File: src/rtl/serial_sub_if.sv
// Valid/ready operand and result bundle for serial_sub.
// The master drives operands and result acceptance; the slave is the subtractor.
interface serial_sub_if #(
    parameter int unsigned WIDTH = 16
);
    logic             in_valid;
    logic             in_ready;
    logic [WIDTH-1:0] x;
    logic [WIDTH-1:0] y;
    logic             bin;
    logic             out_valid;
    logic             out_ready;
    logic [WIDTH-1:0] diff;
    logic             bout;
    logic             zero;
    logic             ovf;

    modport master (
        output in_valid, x, y, bin, out_ready,
        input  in_ready, out_valid, diff, bout, zero, ovf
    );

    modport slave (
        input  in_valid, x, y, bin, out_ready,
        output in_ready, out_valid, diff, bout, zero, ovf
    );
endinterface

File: src/rtl/serial_sub.sv
// Digit-serial subtractor: x - y - bin over WIDTH bits, DIGIT bits per clock, LSB first,
// with borrow-out, zero and signed-overflow flags and valid/ready handshakes on both sides.
module serial_sub #(
    parameter int unsigned WIDTH = 16,
    parameter int unsigned DIGIT = 4
) (
    input logic         clk,
    input logic         rst_n,
    serial_sub_if.slave bus
);
    localparam int unsigned N  = WIDTH / DIGIT;
    localparam int unsigned CW = (N > 1) ? $clog2(N) : 1;

    typedef enum logic [1:0] {StIdle, StRun, StDone} state_e;

    state_e           state_q, state_d;
    logic [CW-1:0]    cnt_q, cnt_d;
    logic             borrow_q, borrow_d;
    logic [WIDTH-1:0] x_q, x_d, y_q, y_d;
    logic [WIDTH-1:0] diff_q, diff_d;
    logic             bout_q, bout_d, zero_q, zero_d, ovf_q, ovf_d;

    logic [31:0]      idx;
    logic [DIGIT-1:0] x_dig, y_dig;
    logic [DIGIT:0]   dsub;

    always_comb begin
        state_d  = state_q;
        cnt_d    = cnt_q;
        borrow_d = borrow_q;
        x_d      = x_q;
        y_d      = y_q;
        diff_d   = diff_q;
        bout_d   = bout_q;
        zero_d   = zero_q;
        ovf_d    = ovf_q;

        idx   = 32'(cnt_q) * DIGIT;
        x_dig = x_q[idx +: DIGIT];
        y_dig = y_q[idx +: DIGIT];
        // Extra top bit of the digit difference is the digit's borrow-out.
        dsub  = {1'b0, x_dig} - {1'b0, y_dig} - {{DIGIT{1'b0}}, borrow_q};

        unique case (state_q)
            StIdle: begin
                if (bus.in_valid) begin
                    x_d      = bus.x;
                    y_d      = bus.y;
                    borrow_d = bus.bin;
                    diff_d   = '0;
                    bout_d   = 1'b0;
                    zero_d   = 1'b0;
                    ovf_d    = 1'b0;
                    cnt_d    = '0;
                    state_d  = StRun;
                end
            end
            StRun: begin
                diff_d[idx +: DIGIT] = dsub[DIGIT-1:0];
                borrow_d             = dsub[DIGIT];
                cnt_d                = cnt_q + 1'b1;
                if (cnt_q == CW'(N - 1)) begin
                    bout_d  = dsub[DIGIT];
                    zero_d  = (diff_d == '0);
                    ovf_d   = (x_q[WIDTH-1] != y_q[WIDTH-1]) && (diff_d[WIDTH-1] != x_q[WIDTH-1]);
                    cnt_d   = '0;
                    state_d = StDone;
                end
            end
            StDone: begin
                if (bus.out_ready) begin
                    state_d = StIdle;
                end
            end
            default: state_d = StIdle;
        endcase
    end

    always_ff @(posedge clk or negedge rst_n) begin
        if (!rst_n) begin
            state_q  <= StIdle;
            cnt_q    <= '0;
            borrow_q <= 1'b0;
            x_q      <= '0;
            y_q      <= '0;
            diff_q   <= '0;
            bout_q   <= 1'b0;
            zero_q   <= 1'b0;
            ovf_q    <= 1'b0;
        end else begin
            state_q  <= state_d;
            cnt_q    <= cnt_d;
            borrow_q <= borrow_d;
            x_q      <= x_d;
            y_q      <= y_d;
            diff_q   <= diff_d;
            bout_q   <= bout_d;
            zero_q   <= zero_d;
            ovf_q    <= ovf_d;
        end
    end

    always_comb begin
        bus.in_ready  = (state_q == StIdle);
        bus.out_valid = (state_q == StDone);
        bus.diff      = diff_q;
        bus.bout      = bout_q;
        bus.zero      = zero_q;
        bus.ovf       = ovf_q;
    end
endmodule
File: src/flat_wrapper.sv
// flat-port wrapper written by rule: the top's interface ports become plain ports
module serial_sub_flat 
#(
    parameter int unsigned WIDTH = 16,
    parameter int unsigned DIGIT = 4
)
  (clk, rst_n, bus_in_valid, bus_x, bus_y, bus_bin, bus_out_ready, bus_in_ready, bus_out_valid, bus_diff, bus_bout, bus_zero, bus_ovf);
  serial_sub_if #(.WIDTH(WIDTH)) bus_i ();
  input logic clk;
  input logic rst_n;
  input wire logic [$bits(bus_i.in_valid)-1:0] bus_in_valid;
  input wire logic [$bits(bus_i.x)-1:0] bus_x;
  input wire logic [$bits(bus_i.y)-1:0] bus_y;
  input wire logic [$bits(bus_i.bin)-1:0] bus_bin;
  input wire logic [$bits(bus_i.out_ready)-1:0] bus_out_ready;
  output wire logic [$bits(bus_i.in_ready)-1:0] bus_in_ready;
  output wire logic [$bits(bus_i.out_valid)-1:0] bus_out_valid;
  output wire logic [$bits(bus_i.diff)-1:0] bus_diff;
  output wire logic [$bits(bus_i.bout)-1:0] bus_bout;
  output wire logic [$bits(bus_i.zero)-1:0] bus_zero;
  output wire logic [$bits(bus_i.ovf)-1:0] bus_ovf;
  assign bus_i.in_valid = bus_in_valid;
  assign bus_i.x = bus_x;
  assign bus_i.y = bus_y;
  assign bus_i.bin = bus_bin;
  assign bus_i.out_ready = bus_out_ready;
  assign bus_in_ready = bus_i.in_ready;
  assign bus_out_valid = bus_i.out_valid;
  assign bus_diff = bus_i.diff;
  assign bus_bout = bus_i.bout;
  assign bus_zero = bus_i.zero;
  assign bus_ovf = bus_i.ovf;
  serial_sub #(.WIDTH(WIDTH), .DIGIT(DIGIT)) u_core (.clk(clk), .rst_n(rst_n), .bus(bus_i));
endmodule
File: config.mk
export PLATFORM = sky130hd
export DESIGN_NAME = serial_sub_flat
export DESIGN_NICKNAME = d
export VERILOG_FILES = /design/src/rtl/serial_sub_if.sv /design/src/rtl/serial_sub.sv /design/src/flat_wrapper.sv
export SDC_FILE = /design/constraint.sdc
export NUM_CORES = 1
export LEC_CHECK = 0
export ABC_AREA = 1
export BUFFER_PORTS_ARGS = -buffer_cell sky130_fd_sc_hd__buf_2
export CORE_MARGIN = 10
export CORE_UTILIZATION = 25
export CTS_BUF_LIST = sky130_fd_sc_hd__clkbuf_2
export CTS_CLUSTER_SIZE = 30
export DETAILED_ROUTE_END_ITERATION = 12
export SYNTH_ARGS = -nofsm -noshare
export SYNTH_HDL_FRONTEND = slang
export SYNTH_SLANG_ARGS = --single-unit
File: constraint.sdc
create_clock -name clk -period 7.44 [get_ports clk]
set_input_delay 0.744 -clock clk [delete_from_list [all_inputs] [get_ports clk]]
set_output_delay 0.744 -clock clk [all_outputs]
set_load 0.005 [all_outputs]
# Word level (Yosys, flattened, before mapping)
# Index checks and enable logic that the tools add are counted.
# Widths: inputs -> output; s select.
# word_totals
register_bits	56
# op_classes
add_sub_neg	4
n_eq_ne	8
shifts	4
muxes	19
reduce_logical	8
# op_table
cell	n
$neg 4->34	1
$shift 4x34->16 const A	1
$shiftx 4x34->16	1
$pmux 16 s2	1
$shiftx 16x5->4	2
$bwmux 16	1
$logic_not 16->1	1
$mux 16	1
$mux 2	5
$pmux 1 s2	4
$pmux 2 s3	1
$reduce_and 3->1	2
$mux 1	5
$sub 4x4->5	1
$sub 5x1->5	1
$eq 2x2->1 const B	2
$ne 2x2->1 const B	2
$pmux 2 s2	1
$reduce_and 2->1	2
$add 2x1->2 const B	1
$eq 2x1->1 const B	1
$logic_not 2->1	1
$ne 1x1->1	2
$ne 2x1->1 const B	1
2 further kinds	2

# Logic depth before layout (Yosys ltp)
# depth
depth_word	9
mapped_depth	18
ltp_nobuf	16

# Worst setup path after synthesis
# Ideal clock, no wire load.
# synth_path
kind	reg2reg
startpoint	reg u_core.cnt_q[0]
endpoint	reg u_core.zero_q (netlist: u_core.bus.zero)
setup_time_ns	0.065
arrival_time_ns	2.861
required_ns	7.375
setup_slack_ns	4.514
path_stages_with_launch	18
n_path_buf	2
path_cell_list	dfrtp_1 -> buf_6 -> clkbuf_1 -> a21oi_1 -> a32o_1 -> fa_1 -> fa_1 -> nand2_1 -> nor2_2 -> a21oi_2 -> nand2_1 -> nor2_1 -> nand3_1 -> nor2_1 -> nand2_1 -> nor2_1 -> nand3_1 -> nand2_1
# synth_via
elab_chain_cells	8
word_cells_on_any_way	14
# synth_rtl
item	line_no	source
start, declared	serial_sub.sv:17	logic [CW-1:0] cnt_q, cnt_d;
start signal, assigned	serial_sub.sv:92	cnt_q <= cnt_d;
$shiftx 16x5->4, on equally long branches	serial_sub.sv:39, serial_sub.sv:40	
$sub 4x4->5	serial_sub.sv:42	dsub = {1'b0, x_dig} - {1'b0, y_dig} - {{DIGIT{1'b0}}, borrow_q};
$sub 5x1->5	serial_sub.sv:42	
$shiftx 4x34->16	serial_sub.sv:59	diff_d[idx +: DIGIT] = dsub[DIGIT-1:0];
$bwmux 16	serial_sub.sv:59	
$logic_not 16->1	serial_sub.sv:64	zero_d = (diff_d == '0);
$mux 1	serial_sub.sv:62	if (cnt_q == CW'(N - 1)) begin
$pmux 1 s2	serial_sub.sv:44	unique case (state_q)
end signal, assigned	serial_sub.sv:98	zero_q <= zero_d;
end, declared	serial_sub.sv:21	logic bout_q, bout_d, zero_q, zero_d, ovf_q, ovf_d;
# Parallel ways exist; a longest one is shown, timed or not. The select of a mux whose other input is x is not followed.
# A chain may end at the register's enable or synchronous reset.

# Worst setup path in the final report
# Same ends and word-level chain as after synthesis.

==> results.md <==
* Tot Pwr at 1.685 mW
* R2R setup slack at 3.88 ns
* Sequential cell area at 0.001401 sq mm
* Die Y at 128.6 um
* Syn_area_per_cell at 9.074 sq um
* Worst skew pair latency at 0.44 ns
* Number of setup buffers added after CTS at 0
* Status: finished clean
* Largest net degree at the start of global routing at 57
* Clk sinks at 56
* Vias per cell at 4.475
* Site Rows at 39
* Io pins at 58
* Area leader, netlist: dfrtp_1
* Final antenna-violating net count at 0
* Register bit total from synthesis at 56
* Netlist Area Pre-Place at 0.002949 sq mm
* Area growth, synth to finish at 16.38%
* Setup TNS at 0 ns
* R2R depth at 16
* Ys async rst share at 100.0%
* # resized after CTS at 0
* Final core occ at 29.93%
* RePlAce Congestion at 0.8761
* Residual DRC at 0
* Fin Hold WS at 0.3822 ns
* Sequential area share after synthesis at 47.52%
* Layout Nets at 429
* CTS Buffer Depth at 2
* Startpoint Class: register
* R2r endpoint: u_core.bus.zero$_DFFE_PN0P_
* Floorplan die width at 128.6 um
* CP Max Fanout at 25
* H-Tree Depth at 2
* Top post-synthesis cells by count: nand2_1, dfrtp_1, nor2_1
* Core ar. at 0.01147 sq mm
* Detailed placement HPWL at 5.858 mm
* Initial Util at 25.72%
* Final wirelength at 7.341 mm
* Buffers added on ports at 57
* Max IR drop VDD at 0.2326 mV
* Fin crit share at 47.80%
* CTS clock-pin slew for the worst setup and hold paths at 0.29 ns
* Post-synth EDFFs at 0
* Initial drt markers at 131
* Slew HR at 44.83%
* Antenna violations before repair at 0
* Global-route wire length before repair at 12.61 mm
* Final hold viol count at 0
* P_leak at 1.698 nW
* Multi-input logic area at 0.001349 sq mm
* CTS Buf Count at 5
* Clock root cell: clkbuf_2
* Synth top area share at 47.52%
* Achievable Freq at 281.2 MHz
* Synthesized instance count at 325
* CP endpoint kind: register
* Worst r2r src: u_core.cnt_q[0]$_DFFE_PN0P_
* Syn. warnings at 0
* DRT Pass-1 Iters at 5
* Fill cells at 1199
* Synth top area cells: dfrtp_1, mux2_2, nand2_1
* Fraction of layout cells with a size suffix above 1 at 29.66%
* Critical path class: register to register
* Die area at 0.01654 sq mm
* Type of the most critical hold path: primary input to asynchronous set/reset pin
* Synth Flop Type: dfrtp_1
* ANT cells at 0
* Syn nets at 374
* GR Util All Layers at 9.166%
* Slew @ Worst Pin at 0.8276 ns
* Routed wire per std cell at 14.01 um
* Hold_buf cts at 0
* Via count at 2345
* Maxcap violations at 0
* Power per cell area at 491.0 mW/mm^2
* Slew Viols, Final at 0
* CTS tree: built
* RSZ-0062 raised after global routing: no
* Max Clock Skew at 0.02261 ns
* Global route overflow at 0
* Yosys cell types at 29
* Data arrival time of the critical path at 3.97 ns
* Most frequent cell after synthesis: nand2_1
* Period minus WS final at 3.556 ns
* CP Data Required Time at 7.85 ns
* Final setup fails at 0
* Vias in the first global route at 2535
critical path, stage by stage, from the launching register on:
cell and delay, ns:
dfrtp_1 0.95, inv_2 0.35, o21ai_0 0.25, o22ai_1 0.13, fa_1 0.43, fa_1 0.49, nand2_1 0.11, nor2_2 0.06
a21oi_2 0.15, nand2_1 0.07, nor2_1 0.09, nand3_1 0.07, nor2_1 0.09, nand2_1 0.05, nor2_1 0.09, nand3_1 0.07
nand2_1 0.06
cells in the final DEF (no fill, tap or decap):
cell / count
a21oi_1: 6
a21oi_2: 1
a22o_1: 2
a22oi_1: 1
a32o_1: 3
and2_1: 1
buf_2: 57
buf_4: 1
bufinv_16: 1
clkbuf_2: 5
clkinv_1: 2
clkinv_4: 1
dfrtp_1: 56
fa_1: 2
ha_1: 10
inv_1: 29
inv_2: 8
mux2_2: 31
nand2_1: 66
nand2_2: 2
nand3_1: 15
nand3_2: 2
nand4_1: 4
nor2_1: 33
nor2_2: 3
o211ai_1: 1
o21ai_0: 23
o21ai_1: 5
o22ai_1: 8
o31ai_1: 1
or2_2: 1
state kept, by name (all words and copies together), names as in the netlist:
signal / cells
u_core.y_q: 16
u_core.bus.ovf: 1
u_core.state_q: 2
u_core.cnt_q: 2
u_core.bus.zero: 1
u_core.bus.diff: 16
u_core.x_q: 16
u_core.borrow_q: 1
u_core.bus.bout: 1
worst max path at each step:
stage                                            from                           to  slack (ns)  cells past startpoint
after global placement    u_core.cnt_q[0]$_DFFE_PN0P_  u_core.bus.zero$_DFFE_PN0P_        4.02                     16
after CTS                 u_core.cnt_q[0]$_DFFE_PN0P_  u_core.bus.zero$_DFFE_PN0P_        3.91                     16
after floorplan           u_core.cnt_q[0]$_DFFE_PN0P_  u_core.bus.zero$_DFFE_PN0P_        4.51                     17
final                     u_core.cnt_q[0]$_DFFE_PN0P_  u_core.bus.zero$_DFFE_PN0P_        3.88                     16
after global routing      u_core.cnt_q[0]$_DFFE_PN0P_  u_core.bus.zero$_DFFE_PN0P_        3.53                     16
after detailed placement  u_core.cnt_q[0]$_DFFE_PN0P_  u_core.bus.zero$_DFFE_PN0P_        3.96                     16
cell families after synthesis:
kind of cell             Yosys count  share of synthesized area [%]
AO/OA/AOI/OAI                     51                          10.14
adder cells (fa/ha/maj)           12                          5.600
buffers and inverters             48                          6.745
flip-flops                        56                          47.52
multiplexers                      31                          11.84
AND/OR/NAND/NOR                  127                          18.16
layer usage:
metal	up-vias	wire (um)	GRT usage, %
met5	-	0	0
met4	0	27	1.179
met3	4	349	2.546
met2	46	3413	15.08
met1	1108	3551	12.04
li1	1187	-	-
report_power, final:
group | internal (mW) | switching (mW)
clock | 0.0564 | 0.0959
combinational | 0.388 | 0.589
sequential | 0.447 | 0.109
total | 0.892 | 0.794
area by class of cell:
| cell class | count | area share (%) |
|---|---|---|
| Clock buffer | 5 | 0.7291 |
| Clock inverter | 3 | 1.240 |
| Inverter | 38 | 4.156 |
| Multi-Input combinational cell | 221 | 39.30 |
| Sequential cell | 56 | 40.83 |
| Tap cell | 143 | 5.213 |
| Timing Repair Buffer | 58 | 8.531 |
through the flow:
step,setup slack (ns),instance area [sq um],cells
floorplan,4.514,2949,325
global placement,4.025,3364,516
detailed placement,3.959,3364,516
CTS,3.905,3432,524
global route,3.528,3432,524
finish,3.884,3432,524
No activity file was read; power rests on OpenSTA's default activity.
